`src/rtl/matrix3x3_ctrl.sv`:
```
// rtl/matrix3x3_ctrl.sv - frame/line sequencer and window-validity flags for a 3x3 window generator
//
// Purpose:
//    Runs beside the 3x3 window generator on the same per_frame_* stream.
//    Tracks pixel column and line, and marks which 2-cycle-delayed window outputs
//    lie fully inside the image. Reports the window-centre coordinates and
//    checks frame geometry (pixels per line, lines per frame).
//
// Ports:
//    clk                 in   pixel clock
//    rst_n               in   asynchronous active-low reset
//    per_frame_vsync_i   in   frame valid, high during frame
//    per_frame_href_i    in   line valid
//    per_frame_clken_i   in   pixel strobe, meaningful only while href is high
//    err_clr_i           in   synchronous clear of the sticky error flags
//    win_valid_o         out  window at the matrix output is complete and inside the image
//    win_col_o           out  centre column of that window (0-based), held when not valid
//    win_row_o           out  centre row of that window (0-based), held when not valid
//    frame_start_o       out  1-cycle pulse, first cycle of an accepted frame
//    frame_done_o        out  1-cycle pulse at the end of an accepted frame
//    line_err_o          out  sticky: a line did not carry IMG_HDISP pixels
//    frame_err_o         out  sticky: a frame did not carry IMG_VDISP lines
//    busy_o              out  sequencer is inside a frame
module matrix3x3_ctrl #(
   parameter int IMG_HDISP = 320,
   parameter int IMG_VDISP = 240,
   parameter int CW        = 10
) (
   input  logic          clk,
   input  logic          rst_n,
   input  logic          per_frame_vsync_i,
   input  logic          per_frame_href_i,
   input  logic          per_frame_clken_i,
   input  logic          err_clr_i,
   output logic          win_valid_o,
   output logic [CW-1:0] win_col_o,
   output logic [CW-1:0] win_row_o,
   output logic          frame_start_o,
   output logic          frame_done_o,
   output logic          line_err_o,
   output logic          frame_err_o,
   output logic          busy_o
);

   localparam logic [CW-1:0] HD   = CW'(IMG_HDISP);
   localparam logic [CW-1:0] VD   = CW'(IMG_VDISP);
   localparam logic [CW-1:0] CMAX = '1;
   localparam logic [CW-1:0] ONE  = CW'(1);
   localparam logic [CW-1:0] TWO  = CW'(2);

   typedef enum logic [1:0] {S_IDLE, S_WAIT, S_LINE, S_DONE} state_t;

   state_t        state_q, state_d;
   logic          vsync_q, href_q;
   logic [CW-1:0] col_q, col_d;
   logic [CW-1:0] row_q, row_d;

   // window pipeline: stage 1 and stage 2 (outputs)
   logic          v1_q;
   logic [CW-1:0] col1_q, row1_q;
   logic          win_valid_q;
   logic [CW-1:0] win_col_q, win_row_q;

   logic          frame_start_q, frame_start_d;
   logic          frame_done_q, frame_done_d;
   logic          line_err_q, line_err_d;
   logic          frame_err_q, frame_err_d;
   logic          busy_q, busy_d;

   logic          vsync_rise, href_rise;
   logic          accept, line_end, win_hit;

   assign vsync_rise = per_frame_vsync_i & ~vsync_q;
   assign href_rise  = per_frame_href_i & ~href_q;

   // state register and all registered datapath/outputs
   always_ff @(posedge clk or negedge rst_n) begin
      if (!rst_n) begin
         state_q       <= S_IDLE;
         // vsync history resets high so that a vsync already asserted at reset
         // release is not mistaken for a rising edge (no partial frames)
         vsync_q       <= 1'b1;
         href_q        <= 1'b0;
         col_q         <= '0;
         row_q         <= '0;
         v1_q          <= 1'b0;
         col1_q        <= '0;
         row1_q        <= '0;
         win_valid_q   <= 1'b0;
         win_col_q     <= '0;
         win_row_q     <= '0;
         frame_start_q <= 1'b0;
         frame_done_q  <= 1'b0;
         line_err_q    <= 1'b0;
         frame_err_q   <= 1'b0;
         busy_q        <= 1'b0;
      end else begin
         state_q       <= state_d;
         vsync_q       <= per_frame_vsync_i;
         href_q        <= per_frame_href_i;
         col_q         <= col_d;
         row_q         <= row_d;
         v1_q          <= win_hit;
         if (win_hit) begin
            col1_q <= col_q - ONE;
            row1_q <= row_q - ONE;
         end
         win_valid_q   <= v1_q;
         if (v1_q) begin
            win_col_q <= col1_q;
            win_row_q <= row1_q;
         end
         frame_start_q <= frame_start_d;
         frame_done_q  <= frame_done_d;
         line_err_q    <= line_err_d;
         frame_err_q   <= frame_err_d;
         busy_q        <= busy_d;
      end
   end

   // next-state logic; losing vsync always closes the frame, even mid-line
   always_comb begin
      state_d = state_q;
      case (state_q)
         S_IDLE: if (vsync_rise) state_d = S_WAIT;
         S_WAIT: begin
            if (!per_frame_vsync_i)    state_d = S_DONE;
            else if (href_rise)        state_d = S_LINE;
         end
         S_LINE: begin
            if (!per_frame_vsync_i)    state_d = S_DONE;
            else if (!per_frame_href_i) state_d = S_WAIT;
         end
         S_DONE: state_d = vsync_rise ? S_WAIT : S_IDLE;
         default: state_d = S_IDLE;
      endcase
   end

   // counters, window flag and next values of the registered outputs
   always_comb begin
      accept        = 1'b0;
      line_end      = 1'b0;
      win_hit       = 1'b0;
      col_d         = '0;
      row_d         = row_q;
      frame_start_d = 1'b0;
      frame_done_d  = 1'b0;
      line_err_d    = 1'b0;
      frame_err_d   = 1'b0;
      busy_d        = 1'b0;

      // A pixel counts whenever the line is (or is becoming) active; this
      // includes the strobe on the very cycle href rises. col_q is 0 outside
      // LINE, so it is the pixel's column in both cases.
      accept   = per_frame_clken_i & (state_d == S_LINE);
      line_end = (state_q == S_LINE) & (state_d != S_LINE);

      if (accept)
         col_d = (col_q == CMAX) ? col_q : col_q + ONE;
      else if (state_d == S_LINE)
         col_d = col_q;

      frame_start_d = vsync_rise & ((state_q == S_IDLE) | (state_q == S_DONE));
      if (frame_start_d)
         row_d = '0;
      else if (line_end)
         row_d = (row_q == CMAX) ? row_q : row_q + ONE;

      frame_done_d = (state_d == S_DONE);
      busy_d       = (state_d != S_IDLE);

      // a fresh error outranks a simultaneous clear
      line_err_d  = (line_end & (col_q != HD)) | (line_err_q & ~err_clr_i);
      // checked on entry to DONE so the flag rises together with frame_done
      frame_err_d = (frame_done_d & (row_d != VD)) | (frame_err_q & ~err_clr_i);

      win_hit = accept & (col_q >= TWO) & (row_q >= TWO) & (col_q < HD) & (row_q < VD);
   end

   assign win_valid_o   = win_valid_q;
   assign win_col_o     = win_col_q;
   assign win_row_o     = win_row_q;
   assign frame_start_o = frame_start_q;
   assign frame_done_o  = frame_done_q;
   assign line_err_o    = line_err_q;
   assign frame_err_o   = frame_err_q;
   assign busy_o        = busy_q;

endmodule

```
`config.mk`:
```
export PLATFORM = sky130hd
export DESIGN_NAME = matrix3x3_ctrl
export DESIGN_NICKNAME = d
export VERILOG_FILES = /design/src/rtl/matrix3x3_ctrl.sv
export SDC_FILE = /design/constraint.sdc
export NUM_CORES = 1
export LEC_CHECK = 0
export ABC_AREA = 0
export BUFFER_PORTS_ARGS = -buffer_cell sky130_fd_sc_hd__buf_2
export CELL_PAD_IN_SITES_DETAIL_PLACEMENT = 1
export CELL_PAD_IN_SITES_GLOBAL_PLACEMENT = 2
export CORE_AREA = 2 2 99 101
export DETAILED_ROUTE_END_ITERATION = 16
export DIE_AREA = 0 0 101 103
export PLACE_DENSITY = 0.84
export SLEW_MARGIN = 20
export SYNTH_ARGS = -nofsm -noshare
export SYNTH_HDL_FRONTEND = slang
export SYNTH_SLANG_ARGS = --single-unit
```
`constraint.sdc`:
```
create_clock -name clk -period 2.64 [get_ports clk]
set_input_delay 0 -clock clk [delete_from_list [all_inputs] [get_ports clk]]
set_output_delay 0 -clock clk [all_outputs]
set_load 0.005 [all_outputs]
```
# Yosys cells after proc, flatten, opt, wreduce, memory -nomap -nowiden
# Index checks and enable logic that the tools add are counted.
dict set report word_totals {
  reg_bits 71
  inputBits 6
  out_inout_bits 26
  wordCells 71
}
dict set report op_classes {
  n_bitwise 19
  n_addsub 4
  mux 13
  n_eq_ne 12
  order_cmp 4
  reduce_logical 3
}
# op n
set ops {}
lappend ops {{2-to-1 mux 10 bit} 6}
lappend ops {{adder 10 x 1 -> 10 bit (second input constant)} 2}
lappend ops {{== test 10 bit (second input constant)} 2}
lappend ops {{>= comparator 10 x 2 -> 1 bit (second input constant)} 2}
lappend ops {{subtractor 10 x 1 -> 10 bit (second input constant)} 2}
lappend ops {{bitwise AND 1 bit} 13}
lappend ops {{less-than comparator 10 x 8 -> 1 bit (second input constant)} 1}
lappend ops {{less-than comparator 10 x 9 -> 1 bit (second input constant)} 1}
lappend ops {{2-to-1 mux 2 bit} 5}
lappend ops {{inequality test 10 x 8 -> 1 bit (second input constant)} 1}
lappend ops {{inequality test 10 x 9 -> 1 bit (second input constant)} 1}
lappend ops {{== test 2 bit (second input constant)} 4}
lappend ops {{one-hot mux 2 bit (4 select lines)} 1}
lappend ops {{inequality test 2 bit (second input constant)} 3}
lappend ops {{NOT 1 bit} 3}
lappend ops {{OR 1 bit} 3}
lappend ops {{== test 2 x 1 -> 1 bit (second input constant)} 1}
lappend ops {{zero test 2 bit} 1}
lappend ops {{AND reduction 2 bit} 1}
lappend ops {{nonzero test 2 bit} 1}
lappend ops {{2-to-1 mux 1 bit} 1}

# Logic depth before layout (Yosys ltp)
# Gate-level depths: netlist (run 1).
dict set report logic_depth {
  ltp_word 12
  mapped_depth 11
  ltp_nobuf 10
}

# Worst setup path before layout (run 1)
# No wires, ideal clock.
dict set report synth_path {
  path_kind {reg2reg}
  start {register state_q[0]}
  end {register frame_err_q, in the netlist frame_err_o}
  setup_slack_ns 0.321
  path_stages_with_launch 12
  period_less_slack_ns 2.319
  arrival_time_ns 2.177
  cell_sequence {dfrtp_1 -> inv_1 -> ha_1 -> buf_2 -> a221o_1 -> a21o_1 -> a21oi_4 -> buf_6 -> o211ai_1 -> a21oi_1 -> nor4b_1 -> a41oi_1}
}
dict set report synth_between {
  elab_chain_cells 10
  elab_cells_between_ends 20
  cone_classes {6 x eq/ne; 8 x mux; 5 x bitwise; 1 x reduce/logical}
}
# item line
set synth_lines {}
lappend synth_lines {{start, declared} 53} ;# state_t state_q, state_d;
lappend synth_lines {{start signal, assigned} 98} ;# state_q <= state_d;
lappend synth_lines {{2-to-1 mux 2 bit (on tied branches)} {132, 128}}
lappend synth_lines {{2-to-1 mux 2 bit (on tied branches)} {131, 127}}
lappend synth_lines {{one-hot mux 2 bit (4 select lines)} 124} ;# case (state_q)
lappend synth_lines {{inequality test 2 bit} 156} ;# line_end = (state_q == S_LINE) & (state_d != S_LINE);
lappend synth_lines {{bitwise AND 1 bit} 156}
lappend synth_lines {{2-to-1 mux 10 bit} 166} ;# else if (line_end)
lappend synth_lines {{2-to-1 mux 10 bit} 164} ;# if (frame_start_d)
lappend synth_lines {{inequality test 10 x 8 -> 1 bit} 175} ;# frame_err_d = (frame_done_d & (row_d != VD)) | (frame_err_q & ~err_clr_i);
lappend synth_lines {{bitwise AND 1 bit (*)} 175}
lappend synth_lines {{OR 1 bit (*)} 175}
lappend synth_lines {{net frame_err_d} 67} ;# logic frame_err_q, frame_err_d;
lappend synth_lines {{end signal, assigned} 116} ;# frame_err_q <= frame_err_d;
lappend synth_lines {{end, declared} 67}
# Mark *: on every way through the listed nets, which the timed path passes. The rest lies on a longest branch.
# A chain may end at the register's enable or synchronous reset.

# Final worst setup path (run 1)
dict set report layout_path {
  start {register state_q[0]}
  end {register col_q[8]}
}
dict set report layout_between {
  elab_chain_cells 7
  elab_cells_between_ends 16
  cone_classes {6 x eq/ne; 7 x mux; 1 x bitwise; 2 x reduce/logical}
}
# item line
set layout_lines {}
lappend layout_lines {{2-to-1 mux 2 bit (on tied branches)} {132, 128}}
lappend layout_lines {{2-to-1 mux 2 bit (on tied branches)} {131, 127}}
lappend layout_lines {{one-hot mux 2 bit (4 select lines) (*)} 124}
lappend layout_lines {{== test 2 bit (*)} {155, 160}}
lappend layout_lines {{bitwise AND 1 bit} 155} ;# accept = per_frame_clken_i & (state_d == S_LINE);
lappend layout_lines {{inequality test 2 bit (no source line)} -}
lappend layout_lines {{AND reduction 2 bit (no source line)} -}
lappend layout_lines {{end signal, assigned} 101} ;# col_q <= col_d;
lappend layout_lines {{end, declared} 55} ;# logic [CW-1:0] col_q, col_d;
# Every way passes the cells marked *; elsewhere a longest branch is shown, timed or not.

==> impl_metrics.csv, run 1 <==
group,metric,value,unit
clock_tree,clock_sinks,71,
logic_synthesis,synth_area,3460,um^2
detailed_routing,routed_via_density,5.03,
sta,layout_min_cycle_time,2490,ps
critical_path,r2r-end,"col_q[8]",
final_layout,final_nets,392,
critical_path,worstPathRequired,2890,ps
logic_synthesis,syn_avg_cell_area,10.4,um^2
sta,drv_slew,0,
detailed_routing,drc,0,
critical_path,r2r_slack,150,ps
floorplan,dieHeight,103,um
global_routing,grt_usage,15.7,%
placed_design,post_dp_cell_area,3770,um^2
detailed_routing,drt_wl_total,7600,um
sta,max_clock_freq,0.402,GHz
sta,slew_headroom,46.6,%
clock_tree,clockRootBuffer,"clkbuf_8",
logic_synthesis,async_flop_share,100,%
clock_tree,cts_max_level,3,
logic_synthesis,ys_types,43,
global_routing,grt_pass1_wl,12700,um
logic_synthesis,synth.net_count,350,
placed_design,place_inst,471,
logic_synthesis,ys_warn_count,0,
critical_path,critPathArrivalTime,2740,ps
final_layout,antenna_cells,0,
flow_run,maxCapViolations,0,
critical_path,ff2ff_path_depth,10,
min_path,hold_class,"input port to asynchronous set/reset pin",
detailed_routing,drt_first_iter_violations,57,
critical_path,criticalPathCategory,"flip-flop to flip-flop",
clock_tree,clk_pin_slew,70,ps
placed_design,hpwl,5330,um
clock_tree,cts_tree,"yes",
floorplan,rows,36,
floorplan,die_x,101,um
run_status,status,"finished clean",
final_layout,fin_area,4080,um^2
critical_path,crit_end,"col_q[8]",
sta,skew,8.88,ps
critical_path,crit_fanout,7,
detailed_routing,vias,2490,
logic_synthesis,synth_seq_area_share,51.4,%
sta,hold_violations,0,
detailed_routing,dr.pass1.iters,4,
sta,tightest_slew,801,ps
critical_path,start_kind,"flip-flop",
final_layout,layout-drive-gt1-share,25.2,%
floorplan,die-area,10400,um^2
floorplan,pin_count,32,
detailed_routing,avgRoutedWirePerCell,15.4,um
final_layout,layout_common_cells,"dfrtp_1 (70), nand2_1 (36), buf_2 (31), nor2_1 (29), o21ai_0 (23)",
global_routing,grt_max_degree,44,
pwr,peakVddDrop,0.389,mV
clock_tree,clock_latency,350,ps
placed_design,port_buffers,31,
pwr,p_leak,2.00,nW
logic_synthesis,synth_seq_cells,71,
global_routing,grt_pass1_vias,2584,
floorplan,initial_core_util,36.5,%
final_layout,final_common_cell,"dfrtp_1",
final_layout,fillers,1071,
global_routing,grt_overflow,0,
clock_tree,numCtsBuffers,9,
logic_synthesis,syn_inst,334,
detailed_routing,detail-route-antenna-nets,0,
pwr,power.density,884,nW/um^2
logic_synthesis,ys.flop_type,"dfrtp_1",
global_routing,antenna_found_initial,0,
sta,setup_viol,0,
critical_path,worstSetupStartpoint,"state_q[0]",
sta,min_period_over_period,94.3,%
critical_path,reg2reg_from,"state_q[0]",
sta,hold_ws,14.6,ps
clock_tree,ctsLongestPathBuffers,2,
final_layout,areaGrowthSynthToFinish,18.1,%
logic_synthesis,synth_edf_count,0,
critical_path,critPathCaptureType,"flip-flop",
floorplan,core_area,9460,um^2
placed_design,gp_congestion,0.861,
final_layout,layout.cells.non_filler,495,
==> per-stage QoR <==
step	worst slack [ps]	TNS [ps]	total power [mW]	utilization [%]
floorplan	321	0	2.31	-
CTS	37.8	0	3.54	42.3
global route	-25.1	-30.0	3.87	43.2
detailed placement	79.4	0	2.67	39.9
finish	150	0	3.61	43.2
global placement	260	0	2.61	39.9
==> worst min path at each step <==
stage,slack (ps),cells after the start,endpoint,startpoint
6_report,10,2,col_q[9],rst_n
5_1_grt,30,2,col_q[9],rst_n
4_1_cts,20,2,col_q[9],rst_n
3_5_place_dp,-160,1,col_q[9],rst_n
3_3_place_gp,-160,1,col_q[9],rst_n
2_1_floorplan,-300,0,busy_o,rst_n
==> sequential cells by signal, indices dropped and copies added, names as in the netlist <==
name / cells
busy_o: 1
col1_q: 10
col_q: 10
frame_done_o: 1
frame_err_o: 1
frame_start_o: 1
href_q: 1
line_err_o: 1
row1_q: 10
row_q: 10
state_q: 2
v1_q: 1
vsync_q: 1
win_col_o: 10
win_row_o: 10
win_valid_o: 1
==> routing by layer <==
layer | part of all wire (%) | up-vias | global-route usage (%)
met3 | 2.7 | 21 | 2.85
li1 | - | 1227 | -
met5 | 0 | - | 0
met1 | 50 | 1196 | 21.0
met2 | 44 | 46 | 23.6
met4 | 3.4 | 0 | 9.77
==> cell type report <==
type	count	area (um^2)	share of cell area, %
tap	114	143	3.49
clock buffer	12	145	3.56
timing repair buffer	50	320	7.85
multi-input combinational	230	1600	39.2
clock inverter	4	45.0	1.10
inverter	14	52.6	1.29
sequential	71	1780	43.5
==> critical path, cell delays in order (launching register included) <==
cell     delay (ps)
dfrtp_1         400
inv_1            90
ha_1            260
a221o_1         340
a21o_1          240
a21oi_4         270
buf_4           200
o211a_4         200
and4_1          210
xnor2_1         120
nor2_1           50
==> synthesized netlist by cell type, types with 2 or more instances <==
cell type | number | area, um^2
dfrtp_1 | 70 | 1750
nand2_1 | 36 | 135
nor2_1 | 29 | 109
o21ai_0 | 24 | 120
xnor2_1 | 21 | 184
mux2_2 | 20 | 225
clkbuf_1 | 16 | 60.1
inv_1 | 14 | 52.6
nor3_1 | 11 | 55.1
ha_1 | 10 | 125
nand4_1 | 9 | 56.3
nand3_1 | 8 | 40.0
xor2_1 | 8 | 70.1
a21oi_1 | 7 | 35.0
a31oi_1 | 4 | 25.0
and3_1 | 4 | 25.0
nor2b_1 | 4 | 25.0
nor4_1 | 4 | 25.0
a21o_1 | 3 | 22.5
buf_2 | 3 | 15.0
nand2b_1 | 2 | 12.5
nand3b_1 | 2 | 15.0
nor3_2 | 2 | 20.0
nor4b_1 | 2 | 17.5
or3_1 | 2 | 12.5
or4_1 | 2 | 15.0
==> where the power goes <==
group	switching, mW	leakage [nW]	internal, mW
Combinational	0.748	0.925	0.568
Clock	0.391	0.100	0.458
Sequential	0.160	0.971	1.28
==> repair_timing <==
action | CTS | global route
setup buffers | 0 | 3
gates resized for setup | 0 | 9
endpoints found under the setup margin | 0 | 16
endpoints found under the hold margin | 74 | 0
hold buffers | 4 | 0
==> cell families (layout without fill, tap and decap cells) <==
| group | Yosys count | after routing | synth area share, % |
|---|---|---|---|
| simple gates | 122 | 122 | 17.7 |
| flops | 71 | 71 | 51.4 |
| compound gates | 48 | 49 | 9.37 |
| buf+inv | 34 | 80 | 4.02 |
| xor+xnor | 29 | 29 | 7.35 |
| mux | 20 | 20 | 6.51 |
| fa+ha+maj | 10 | 10 | 3.62 |
Power figures use the tool's default switching activity.
==> inputs of run 2 (changes only) <==
Settings changed: CORE_AREA 2 2 99 101 to 2 2 103 105, DIE_AREA 0 0 101 103 to 0 0 105 107, PLACE_DENSITY 0.84 to 0.81.
Clock period 2.64 ns to 2.05 ns, I/O delays scaled along.
==> impl_metrics.csv, run 2 (same netlist as run 1, synthesis figures left out) <==
group,metric,value,unit
run_status,status,"finished with violations",
run_status,violations,"negative setup slack",
detailed_routing,drc,0,
sta,slew_headroom,58.2,%
global_routing,grt_usage,15.8,%
final_layout,final_common_cell,"dfrtp_1",
critical_path,start_kind,"flip-flop",
final_layout,layout-drive-gt1-share,46.1,%
pwr,pwr-share-clk,21.1,%
global_routing,grt_pass1_wl,13900,um
final_layout,fin_area,4850,um^2
floorplan,die_x,105,um
critical_path,reg2reg_from,"state_q[1]",
pwr,netSwitchingPower,2.10,mW
final_layout,fillers,1138,
flow_run,maxCapViolations,0,
detailed_routing,detail-route-antenna-nets,0,
critical_path,critPathArrivalTime,2730,ps
clock_tree,cts_max_level,3,
sta,hold_violations,0,
clock_tree,clock_sinks,71,
floorplan,dieHeight,107,um
floorplan,die-area,11200,um^2
final_layout,antenna_cells,0,
global_routing,grt_pass1_vias,2774,
final_layout,finish.utilization,48.1,%
sta,timing.setup.tns,-12300,ps
sta,min_period_over_period,122,%
sta,tightest_slew,619,ps
pwr,p_leak,2.29,nW
clock_tree,cts_tree,"yes",
pwr,p_total,5.62,mW
global_routing,busiest_layer,"met2",
placed_design,port_buffers,31,
critical_path,crit_fanout,7,
global_routing,grt_max_degree,72,
pwr,peakVddDrop,0.551,mV
critical_path,critPathCaptureType,"flip-flop",
detailed_routing,drt_first_iter_violations,151,
detailed_routing,routed_via_density,4.99,
pwr,swShare,37.4,%
global_routing,met1_usage,20.5,%
floorplan,rows,37,
sta,setup_viol,41,
floorplan,initial_core_util,34.3,%
final_layout,seq_area,1780,um^2
global_routing,grt_use_met2,25.5,%
global_routing,grt_overflow,0,
pwr,pwr-share-comb,45.3,%
pwr,intPower,3.51,mW
min_path,hold_depth,4,
clock_tree,clock_latency,360,ps
detailed_routing,vias,2768,
floorplan,pin_count,32,
sta,max_clock_freq,0.400,GHz
sta,layout_min_cycle_time,2500,ps
final_layout,final_nets,430,
clock_tree,ctsLongestPathBuffers,2,
clock_tree,clockRootBuffer,"clkbuf_8",
final_layout,areaGrowthSynthToFinish,40.4,%
sta,rsz0062_at_grt,"true",
final_layout,layout_common_cells,"dfrtp_1 (69), buf_4 (34), buf_2 (31), nor2_1 (23), mux2_2 (20)",
sta,setup_ws,-451,ps
min_path,hp-start,"per_frame_clken_i",
placed_design,gp_congestion,0.866,
detailed_routing,avgRoutedWirePerCell,16.7,um
detailed_routing,dr.pass1.iters,4,
final_layout,multi_input_area,1890,um^2
placed_design,hpwl,5450,um
detailed_routing,drt_wl_total,9260,um
pwr,sequentialPowerShare,33.6,%
global_routing,met3_usage,2.98,%
sta,drv_slew,0,
critical_path,worstPathRequired,2280,ps
clock_tree,numCtsBuffers,9,
critical_path,r2r_slack,-450,ps
critical_path,criticalPathCategory,"flip-flop to flip-flop",
clock_tree,clk_pin_slew,80,ps
critical_path,r2r-end,"frame_err_o",
global_routing,antenna_found_initial,0,
pwr,power.density,1160,nW/um^2
min_path,hold_class,"input port to flip-flop",
placed_design,post_dp_cell_area,4030,um^2
floorplan,core_area,10100,um^2
critical_path,ff2ff_path_depth,10,
sta,skew,13.2,ps
min_path,hold_path_end,"col_q[4]",
[run 2: power by group through the flow]
stage / clock, mW / sequential, mW / combinational, mW
after detailed placement: 0 / 1.86 / 1.88
after CTS: 1.20 / 1.83 / 2.19
after global placement: 0 / 1.85 / 1.82
after global routing: 1.28 / 1.93 / 2.78
after floorplan: 0 / 1.81 / 1.25
final: 1.18 / 1.89 / 2.54
[run 2: final cells by class]
class,count,area share [%]
well taps,136,3.51
inverters,14,1.19
clock buffers,11,3.12
repair buffers,89,15.4
multi-input cells,229,39.0
flip-flops and latches,71,36.7
clock inverters,5,1.16
[run 2: worst max-delay path by stage]
stage / from / to / slack, ps / depth (start not counted)
final: state_q[1] / frame_err_o / -450 / 10
after global routing: state_q[1] / frame_err_o / -570 / 10
after detailed placement: state_q[1] / frame_err_o / -500 / 10
after floorplan: state_q[0] / frame_err_o / -210 / 11
after global placement: state_q[1] / frame_err_o / -290 / 10
after CTS: state_q[1] / frame_err_o / -420 / 10
[run 2: critical path, cell delays in order, from the launching register on]
cell	delay, ps
dfrtp_1	440
buf_6	140
ha_4	150
a221o_1	300
a21o_1	210
a21oi_4	320
buf_6	160
o211ai_1	120
a21oi_2	160
nor4b_4	220
a41oi_2	150
[run 2: repair_timing]
item,4_1_cts,5_1_grt
buffers inserted,9,7
pin swaps,15,14
hold endpoints to repair,74,0
hold buffers,4,0
endpoints found under the setup margin,41,43
cloned,0,6
gates resized for setup,27,63
[run 2: metrics by stage]
step / instances / setup slack, ps / hold WS, ps
after floorplan: 334 / -209 / -296
after global placement: 517 / -288 / 56.0
after detailed placement: 517 / -501 / 64.7
after CTS: 544 / -419 / 49.6
after global routing: 555 / -571 / 68.5
final: 555 / -451 / 72.6
[run 2: routing by layer]
metal | vias up | part of all wire (%)
li1 | 1313 | -
met1 | 1389 | 44
met2 | 54 | 51
met3 | 12 | 3.0
met4 | 0 | 1.4
met5 | - | 0
==> inputs of run 3 (changes only) <==
Settings changed: CORE_AREA 2 2 103 105 to 10 10 111 113, DIE_AREA 0 0 105 107 to 0 0 121 123.
==> impl_metrics.csv, run 3 (same netlist as run 1, synthesis figures left out) <==
group,metric,value,unit
critical_path,slowest_stage,"dfrtp_2",
global_routing,grt_usage,11.7,%
pwr,netSwitchingPower,2.07,mW
sta,layout_min_cycle_time,2500,ps
min_path,hold_class,"input port to flip-flop",
detailed_routing,avgRoutedWirePerCell,17.7,um
sta,max_clock_freq,0.401,GHz
clock_tree,cts_tree,"yes",
critical_path,criticalPathCategory,"flip-flop to flip-flop",
floorplan,die_x,121,um
sta,hold_violations,0,
sta,setup_viol,41,
placed_design,post_dp_cell_area,4040,um^2
clock_tree,clk_pin_slew,80,ps
sta,drv_slew,0,
pwr,power.density,1150,nW/um^2
pwr,p_total,5.56,mW
pwr,pwr-share-clk,21.4,%
critical_path,reg2reg_from,"state_q[1]",
floorplan,dieHeight,123,um
final_layout,antenna_cells,0,
pwr,intPower,3.49,mW
clock_tree,clock_latency,350,ps
flow_run,maxCapViolations,0,
critical_path,worstPathRequired,2270,ps
global_routing,grt_pass1_wl,13900,um
final_layout,layout.cells.non_filler,549,
critical_path,worstSetupStartpoint,"state_q[1]",
final_layout,fin_area,4820,um^2
global_routing,grt_max_degree,46,
final_layout,finish.utilization,47.5,%
detailed_routing,drt_wl_total,9690,um
detailed_routing,routed_via_density,4.96,
floorplan,die-area,14900,um^2
final_layout,layout-drive-gt1-share,44.1,%
critical_path,start_kind,"flip-flop",
placed_design,gp_congestion,0.812,
sta,hold_ws,58.7,ps
floorplan,core_area,10100,um^2
detailed_routing,drt_first_iter_violations,109,
pwr,peakVddDrop,0.443,mV
clock_tree,numCtsBuffers,9,
critical_path,critPathArrivalTime,2720,ps
global_routing,grt_pass1_vias,2828,
placed_design,port_buffers,31,
critical_path,slowest_delay,450,ps
run_status,violations,"negative setup slack",
critical_path,worst-path-buf-inv,1,
sta,tightest_slew,658,ps
final_layout,areaGrowthSynthToFinish,39.4,%
pwr,sequentialPowerShare,34.5,%
pwr,swShare,37.2,%
critical_path,path_delay_family,"compound AO/OA/AOI/OAI gates",
global_routing,antenna_found_initial,0,
floorplan,rows,37,
detailed_routing,drc,0,
final_layout,layout_common_cells,"dfrtp_1 (68), buf_2 (31), buf_4 (31), nor2_1 (27)",
clock_tree,ctsLongestPathBuffers,2,
critical_path,path_cells,"buf_6 > ha_4 > a221o_1 > a21o_1 > a21oi_4 > nor4_2 > xnor2_1 > nor4b_4 > a41oi_2",
final_layout,final_common_cell,"dfrtp_1",
pwr,pwr-share-comb,44.1,%
run_status,status,"finished with violations",
critical_path,critPathCaptureType,"flip-flop",
sta,rsz0062_at_grt,"true",
sta,skew,6.33,ps
floorplan,initial_core_util,34.1,%
clock_tree,clockRootBuffer,"clkbuf_8",
min_path,hp-start,"per_frame_clken_i",
sta,min_period_over_period,122,%
pwr,p_leak,2.29,nW
sta,slew_headroom,56.2,%
final_layout,final_nets,424,
clock_tree,cts_max_level,3,
critical_path,crit_fanout,7,
sta,setup_ws,-446,ps
placed_design,hpwl,6020,um
detailed_routing,detail-route-antenna-nets,0,
detailed_routing,vias,2724,
detailed_routing,dr.pass1.iters,4,
global_routing,grt_overflow,0,
placed_design,place_inst,519,
floorplan,pin_count,32,
clock_tree,clock_sinks,71,
## run 3: cell count changes in the layout (fill, tap and decap cells not counted), sizes merged
cell / before / now
buf: 82 / 76
clkbuf: 14 / 17
clkinv: 4 / 1
## run 3: repair_timing
action	in CTS	in global routing
setup endpoints to repair	42	42
setup buffers	1	3
pin swaps	7	16
hold endpoints to repair	28	0
gates cloned	0	6
resized for setup	12	79
hold buffers	4	0
## run 3: worst paths after layout
kind	endpoint	slack, ps	cells after the start
setup / recovery	frame_err_o	-450	9
hold / removal	col_q[0]	60	3
setup reg to reg	frame_err_o	-450	9
hold reg to reg	col1_q[5]	500	1
max in group asynchronous	row1_q[6]	1180	3
min in group asynchronous	href_q	210	2
## run 3: worst reg2reg max path, cell delays in order (launching register included)
cell and delay [ps]:
dfrtp_2 450, buf_6 130, ha_4 160, a221o_1 310
a21o_1 230, a21oi_4 300, nor4_2 110, xnor2_1 200
nor4b_4 330, a41oi_2 140
## run 3: metal layers
layer,up-vias,global-route usage [%],wire length (um)
met5,-,0,0
met1,1382,14.1,4080
met4,0,5.20,128
li1,1289,-,-
met3,8,3.56,347
met2,45,19.1,5130
## run 3: power by group through the flow
stage / Combinational [mW] / Clock, mW / Sequential [mW]
3_5_place_dp: 1.88 / 0 / 1.86
6_report: 2.46 / 1.19 / 1.92
2_1_floorplan: 1.25 / 0 / 1.81
4_1_cts: 2.00 / 1.22 / 1.85
3_3_place_gp: 1.82 / 0 / 1.84
5_1_grt: 2.70 / 1.29 / 1.95
## run 3: through the flow
step	TNS, ps	worst slack [ps]
finish	-12910	-446
global route	-17320	-579
CTS	-8600	-351
detailed placement	-9170	-440
global placement	-4280	-271
floorplan	-3650	-209
## run 3: final cells by class
| type | instances | area (um^2) |
|---|---|---|
| fill | 1096 | 5320 |
| multi-input combinational | 229 | 1900 |
| sequential | 71 | 1780 |
| timing repair buffer | 83 | 696 |
| clock buffer | 14 | 173 |
| tap | 136 | 170 |
| inverter | 14 | 60.1 |
| clock inverter | 2 | 37.5 |
